<file path="src/rtl/dm_arbiter.sv">
// ---------------------------------------------------------------------------
// dm_arbiter
//
// Shares one single-port data memory (2**AW x DW, asynchronous read) between
// the core load/store path (port C) and a host/debug loader (port H).
//
// Arbitration
//   - ARB    : a lone requester wins. If both ports request, the port that was
//              not granted last wins (round-robin).
//   - LOCKED : entered when the host is granted with HostLock=1. The host keeps
//              the memory for up to MAX_HOLD consecutive grants while the core
//              waits. After that the core is forced in for one access. With an
//              idle core, the host keeps the grant indefinitely.
//   Grants are combinational from the requests and the state. The access
//   commits at the next rising edge of Clk.
//
// Read return
//   A granted read captures MemRdData into that port's RdData register at the
//   commit edge. The port's Valid is high for exactly the following cycle.
//   Writes never raise Valid.
//
// Ports
//   Clk, Reset_n                  clock, asynchronous active-low reset
//   CoreReq/We/Addr/WrData        core request, write enable, address, data
//   CoreGnt, CoreStall            core access commits at this edge / core waits
//   CoreRdData, CoreValid         registered core read data and valid pulse
//   HostReq/We/Lock/Addr/WrData   host request, write enable, lock, addr, data
//   HostGnt                       host access commits at this edge
//   HostRdData, HostValid         registered host read data and valid pulse
//   MemAddr/WrEn/WrData           to the data memory
//   MemRdData                     asynchronous read data from the data memory
// ---------------------------------------------------------------------------
module dm_arbiter #(
   parameter int AW       = 8,
   parameter int DW       = 8,
   parameter int MAX_HOLD = 4
) (
   input  logic          Clk,
   input  logic          Reset_n,
   // core port
   input  logic          CoreReq,
   input  logic          CoreWe,
   input  logic [AW-1:0] CoreAddr,
   input  logic [DW-1:0] CoreWrData,
   output logic          CoreGnt,
   output logic          CoreStall,
   output logic [DW-1:0] CoreRdData,
   output logic          CoreValid,
   // host port
   input  logic          HostReq,
   input  logic          HostWe,
   input  logic          HostLock,
   input  logic [AW-1:0] HostAddr,
   input  logic [DW-1:0] HostWrData,
   output logic          HostGnt,
   output logic [DW-1:0] HostRdData,
   output logic          HostValid,
   // data memory
   output logic [AW-1:0] MemAddr,
   output logic          MemWrEn,
   output logic [DW-1:0] MemWrData,
   input  logic [DW-1:0] MemRdData
);

   // The hold counter must be able to represent MAX_HOLD itself.
   localparam int             HW       = $clog2(MAX_HOLD + 1);
   localparam logic [HW-1:0]  HOLD_MAX = HW'(MAX_HOLD);
   localparam logic [HW-1:0]  HOLD_ONE = HW'(1);

   typedef enum logic {
      ARB    = 1'b0,
      LOCKED = 1'b1
   } state_t;

   typedef enum logic {
      PORT_C = 1'b0,
      PORT_H = 1'b1
   } port_t;

   state_t        state, state_nxt;
   port_t         last, last_nxt;
   logic [HW-1:0] hold_cnt, hold_nxt;

   logic core_gnt, host_gnt;
   logic rr_core, rr_host;
   logic core_rd, host_rd;

   // ------------------------------------------------------------------------
   // Next-state and grant logic
   // ------------------------------------------------------------------------
   // NOTE: every signal assigned in this block gets a default first, so no
   // path leaves a value unassigned and no latch is inferred.
   always_comb begin
      core_gnt  = 1'b0;
      host_gnt  = 1'b0;
      state_nxt = state;
      last_nxt  = last;
      hold_nxt  = hold_cnt;

      // Round-robin choice: on a tie, the port that did not win last time wins.
      rr_core = CoreReq && (!HostReq || (last == PORT_H));
      rr_host = HostReq && (!CoreReq || (last == PORT_C));

      unique case (state)
         ARB: begin
            core_gnt = rr_core;
            host_gnt = rr_host;
            if (rr_host && HostLock) begin
               state_nxt = LOCKED;
               hold_nxt  = HOLD_ONE;
            end
         end

         LOCKED: begin
            if (HostReq && HostLock) begin
               if ((hold_cnt < HOLD_MAX) || !CoreReq) begin
                  host_gnt = 1'b1;
                  // Saturate so an idle core never causes a wrap to zero.
                  if (hold_cnt < HOLD_MAX) begin
                     hold_nxt = hold_cnt + HOLD_ONE;
                  end
               end else begin
                  // Hold budget spent and the core is waiting: forced release.
                  core_gnt  = 1'b1;
                  state_nxt = ARB;
                  hold_nxt  = '0;
               end
            end else begin
               // Lock dropped: plain round-robin. The host owned the last
               // grant, so a waiting core wins any tie.
               core_gnt  = CoreReq;
               host_gnt  = HostReq && !CoreReq;
               state_nxt = ARB;
               hold_nxt  = '0;
            end
         end

         default: begin
            state_nxt = ARB;
            hold_nxt  = '0;
         end
      endcase

      if (core_gnt) begin
         last_nxt = PORT_C;
      end else if (host_gnt) begin
         last_nxt = PORT_H;
      end

      // Grants are suppressed combinationally while reset is asserted, so no
      // memory write can occur during reset even with requests present.
      if (!Reset_n) begin
         core_gnt = 1'b0;
         host_gnt = 1'b0;
      end
   end

   // ------------------------------------------------------------------------
   // State registers
   // ------------------------------------------------------------------------
   // NOTE: sequential state uses non-blocking assignments so every register
   // samples pre-edge values, independent of statement order.
   always_ff @(posedge Clk or negedge Reset_n) begin
      if (!Reset_n) begin
         state    <= ARB;
         last     <= PORT_H;   // core wins the first tie after reset
         hold_cnt <= '0;
      end else begin
         state    <= state_nxt;
         last     <= last_nxt;
         hold_cnt <= hold_nxt;
      end
   end

   // ------------------------------------------------------------------------
   // Memory mux: the granted port drives the memory. With no grant the write
   // enable is off and the address/data are don't-care (core values).
   // ------------------------------------------------------------------------
   assign MemAddr   = host_gnt ? HostAddr   : CoreAddr;
   assign MemWrData = host_gnt ? HostWrData : CoreWrData;
   assign MemWrEn   = (core_gnt && CoreWe) || (host_gnt && HostWe);

   assign CoreGnt   = core_gnt;
   assign HostGnt   = host_gnt;
   assign CoreStall = CoreReq && !core_gnt;

   // ------------------------------------------------------------------------
   // Read return registers
   // ------------------------------------------------------------------------
   assign core_rd = core_gnt && !CoreWe;
   assign host_rd = host_gnt && !HostWe;

   always_ff @(posedge Clk or negedge Reset_n) begin
      if (!Reset_n) begin
         CoreRdData <= '0;
         CoreValid  <= 1'b0;
         HostRdData <= '0;
         HostValid  <= 1'b0;
      end else begin
         CoreValid <= core_rd;
         HostValid <= host_rd;
         // RdData holds between reads of the same port.
         if (core_rd) begin
            CoreRdData <= MemRdData;
         end
         if (host_rd) begin
            HostRdData <= MemRdData;
         end
      end
   end

   // ------------------------------------------------------------------------
   // Invariants
   // ------------------------------------------------------------------------
   a_one_grant : assert property (@(posedge Clk) disable iff (!Reset_n)
      !(core_gnt && host_gnt));

   a_one_valid : assert property (@(posedge Clk) disable iff (!Reset_n)
      !(CoreValid && HostValid));

   a_hold_range : assert property (@(posedge Clk) disable iff (!Reset_n)
      hold_cnt <= HOLD_MAX);

endmodule
</file>
<file path="config.mk">
export PLATFORM = sky130hd
export DESIGN_NAME = dm_arbiter
export DESIGN_NICKNAME = d
export VERILOG_FILES = /design/src/rtl/dm_arbiter.sv
export SDC_FILE = /design/constraint.sdc
export NUM_CORES = 1
export LEC_CHECK = 0
export ABC_AREA = 1
export CORE_MARGIN = 1.5
export CORE_UTILIZATION = 25
export CTS_CLUSTER_DIAMETER = 60
export DETAILED_ROUTE_END_ITERATION = 7
export DONT_BUFFER_PORTS = 1
export PLACE_DENSITY_LB_ADDON = 0.25
export SLEW_MARGIN = 20
export SYNTH_ARGS = -nofsm -noshare
export SYNTH_HDL_FRONTEND = slang
export SYNTH_SLANG_ARGS = --single-unit
</file>
<file path="constraint.sdc">
create_clock -name Clk -period 1.7 [get_ports Clk]
set_clock_uncertainty 0.05 [all_clocks]
set_input_delay 0 -clock Clk [delete_from_list [all_inputs] [get_ports Clk]]
set_output_delay 0 -clock Clk [all_outputs]
set_load 0.05 [all_outputs]
</file>
==> results.sh <==
export IMPL_die_x_um=74.4
export IMPL_overflow=0
export IMPL_syn_to_final_growth_pct=64.7
export IMPL_p_int_w=0.00121
export IMPL_wl_met2_um=2110
export IMPL_dp_hpwl_um=2690
export IMPL_synth_cell_type_count=21
export IMPL_cts_tree="yes"
export IMPL_setup_viol=0
export IMPL_grt_pass1_vias=1286
export IMPL_synthCells=177
export IMPL_seq_power_share=0.480
export IMPL_antenna_cells=0
export IMPL_crit_family="simple AND/OR/NAND/NOR gates"
export IMPL_ios=85
export IMPL_cap_violations=0
export IMPL_grt_pass1_wl_um=5970
export IMPL_switchingPower_w=0.00114
export IMPL_crit_type="reg -> out"
export IMPL_dr_wl_met3_um=361
export IMPL_power_per_cell_area_nw_per_um2=1120
export IMPL_tightest_slew_ns=0.501
export IMPL_final_cells=289
export IMPL_clkPwrFrac=0.145
export IMPL_gp_congestion=0.846
export IMPL_cts_made_buffers=3
export IMPL_path_buf_inv=4
export IMPL_fin_util=0.436
export IMPL_required_ns=1.65
export IMPL_critical_path_cell_chain="inv_2 -> nor2_4 -> nand2_4 -> nand3_4 -> nand2_8 -> buf_6 -> buf_6 -> nand2_1 -> nand2_2 -> buf_12"
export IMPL_wl_met1_um=1580
export IMPL_yosys_warnings=0
export IMPL_dp_cells=260
export IMPL_crit_top_cell="buf_6"
export IMPL_final_cell_mix="74 x nand2_1, 22 x dfrtp_1, 22 x nand2_2"
export IMPL_worstSkewPairLatency_ns=0.26
export IMPL_root_buffer="clkbuf_8"
export IMPL_syn_avg_cell_area_um2=7.20
export IMPL_fin_crit_ns=1.69
export IMPL_postRouteAntennaNets=0
export IMPL_synth_nets=225
export IMPL_portBuffers=0
export IMPL_max_freq_mhz=591
export IMPL_grt_max_degree=33
export IMPL_nNetsFinal=271
export IMPL_setup_ws_ns=0.00805
export IMPL_routed_top_layer="met4"
export IMPL_outcome="completed"
export IMPL_drive_gt1_frac=0.329
export IMPL_rows=25
export IMPL_cts_sinks=23
export IMPL_min_path_type="in -> reg"
export IMPL_power_total_w=0.00235
export IMPL_crit_path_top_delay_cell="dfrtp_1"
export IMPL_rsz0062_at_grt="yes"
export IMPL_dieArea_um2=5540
export IMPL_antenna_found_initial=0
export IMPL_dr_total_vias=1348
export IMPL_initial_utilization=0.265
export IMPL_slew_violations=0
export IMPL_first_pass_iters=4
export IMPL_max_slew_margin=0.666
export IMPL_cts_max_path_buffers=2
export IMPL_clkSlewWorstSetupHoldPaths_ns=0.09
export IMPL_crit_fanout=6
export IMPL_yosysSeqAreaShare=0.452
export IMPL_routedWlPerCell_um=14.2
export IMPL_cp_slowest_stage_delay_ns=0.37
export IMPL_holdWs_ns=0.0299
export IMPL_hold_viol=0
export IMPL_grtUsageTotal=0.142
export IMPL_dieHeight_um=74.4
export IMPL_total_leakage_power_nw=1.07
export IMPL_worstSetupEndpointType="output port"
export IMPL_synthesis_area_um2=1270
export IMPL_switching_share=0.487
export IMPL_drt_vias_per_instance=4.66
export IMPL_dp_slack_ns=0.209
export IMPL_core_um2=4820
export IMPL_final_common_cell="nand2_1"
export IMPL_ir_worst_vdd_v=0.000307
export IMPL_fin_crit_sh=0.995
export IMPL_drc_errors=0
export IMPL_p_comb_frac=0.375
export IMPL_ys_ff_latch=23
export IMPL_drt_iter0_drc=68
export IMPL_finalWirelength_um=4110
export IMPL_critPathArrivalTime_ns=1.64
export IMPL_cp_start_kind="flop"
export IMPL_htree_num_levels=1
[power groups by stage]
| stage | registers, W | logic, W | clock network, W |
|---|---|---|---|
| 2_1_floorplan | 0.00111 | 0.000452 | 0 |
| 3_3_place_gp | 0.00114 | 0.000723 | 0 |
| 3_5_place_dp | 0.00114 | 0.000724 | 0 |
| 4_1_cts | 0.00113 | 0.000842 | 0.000360 |
| 5_1_grt | 0.00115 | 0.000947 | 0.000385 |
| 6_report | 0.00113 | 0.000882 | 0.000340 |
[final timing paths]
check | start | endpoint | slack [ns] | cells after the start
setup / recovery | state | MemAddr[4] | 0.008 | 10
hold / removal | CoreWe | CoreRdData[3] | 0.03 | 3
setup reg to reg | last | CoreRdData[2] | 0.19 | 7
hold reg to reg | hold_cnt[1] | hold_cnt[1] | 0.49 | 2
max in group asynchronous | Reset_n | last | 1.24 | 2
min in group asynchronous | Reset_n | state | 0.11 | 2
[cells by family (layout without fill, tap and decap cells)]
kind of cell	count (synthesis)	after routing	synth area share
compound gates	8	8	0.0334
fa+ha+maj	1	1	0.00981
buf+inv	19	64	0.0697
flops	23	23	0.452
simple gates	126	126	0.435
[area by class of cell]
class                      instances  area [um2]
timing repair inverter             1        8.76
clock buffer                       3        41.3
timing repair buffer              45         617
sequential                        23         577
inverter                          14        65.1
fill                             471        2720
clock inverter                     1        5.00
tap                               67        83.8
multi-input combinational        135         702
[flip-flops by register name, indices dropped and copies added (netlist names)]
name and cells:
hold_cnt 3, state 1, HostValid 1, CoreRdData 8
HostRdData 8, last 1, CoreValid 1
[layer usage]
metal | vias up | GRT usage
met1 | 604 | 0.177
met4 | 0 | 0.0525
li1 | 650 | -
met3 | 4 | 0.0339
met5 | - | 0
met2 | 90 | 0.238
[worst reg2reg max path, cell delays in order, from the launching register on]
cell     delay, ns
dfstp_2       0.54
inv_2         0.05
nand2_1       0.07
nand2_1       0.05
nand2_1       0.05
nand4_1       0.35
nand2_1       0.16
nand2_1       0.07
[cell usage after synthesis (all sizes together)]
cell    instances  share of area
nand4          10          0.049
ha              1         0.0098
nand3          15          0.073
inv            12          0.037
nand2          98           0.30
dfrtp          22           0.43
dfstp           1          0.021
o21bai          1         0.0059
nor2            3          0.015
buf             5          0.026
o21ai           7          0.027
clkinv          2         0.0059
[metrics by stage]
stage | setup TNS, ns | area (um2)
after floorplan | 0 | 1280
after global placement | 0 | 1700
after detailed placement | 0 | 1700
after CTS | 0 | 2010
after global routing | -1.07 | 2100
final | 0 | 2100
[timing repair]
item	in CTS	in global routing
cloned	0	1
pin swaps	10	9
setup buffers	9	3
endpoints found under the setup margin	17	19
hold buffers	12	0
endpoints found under the hold margin	42	0
resized for setup	24	19
(Power assumes the default switching activity.)
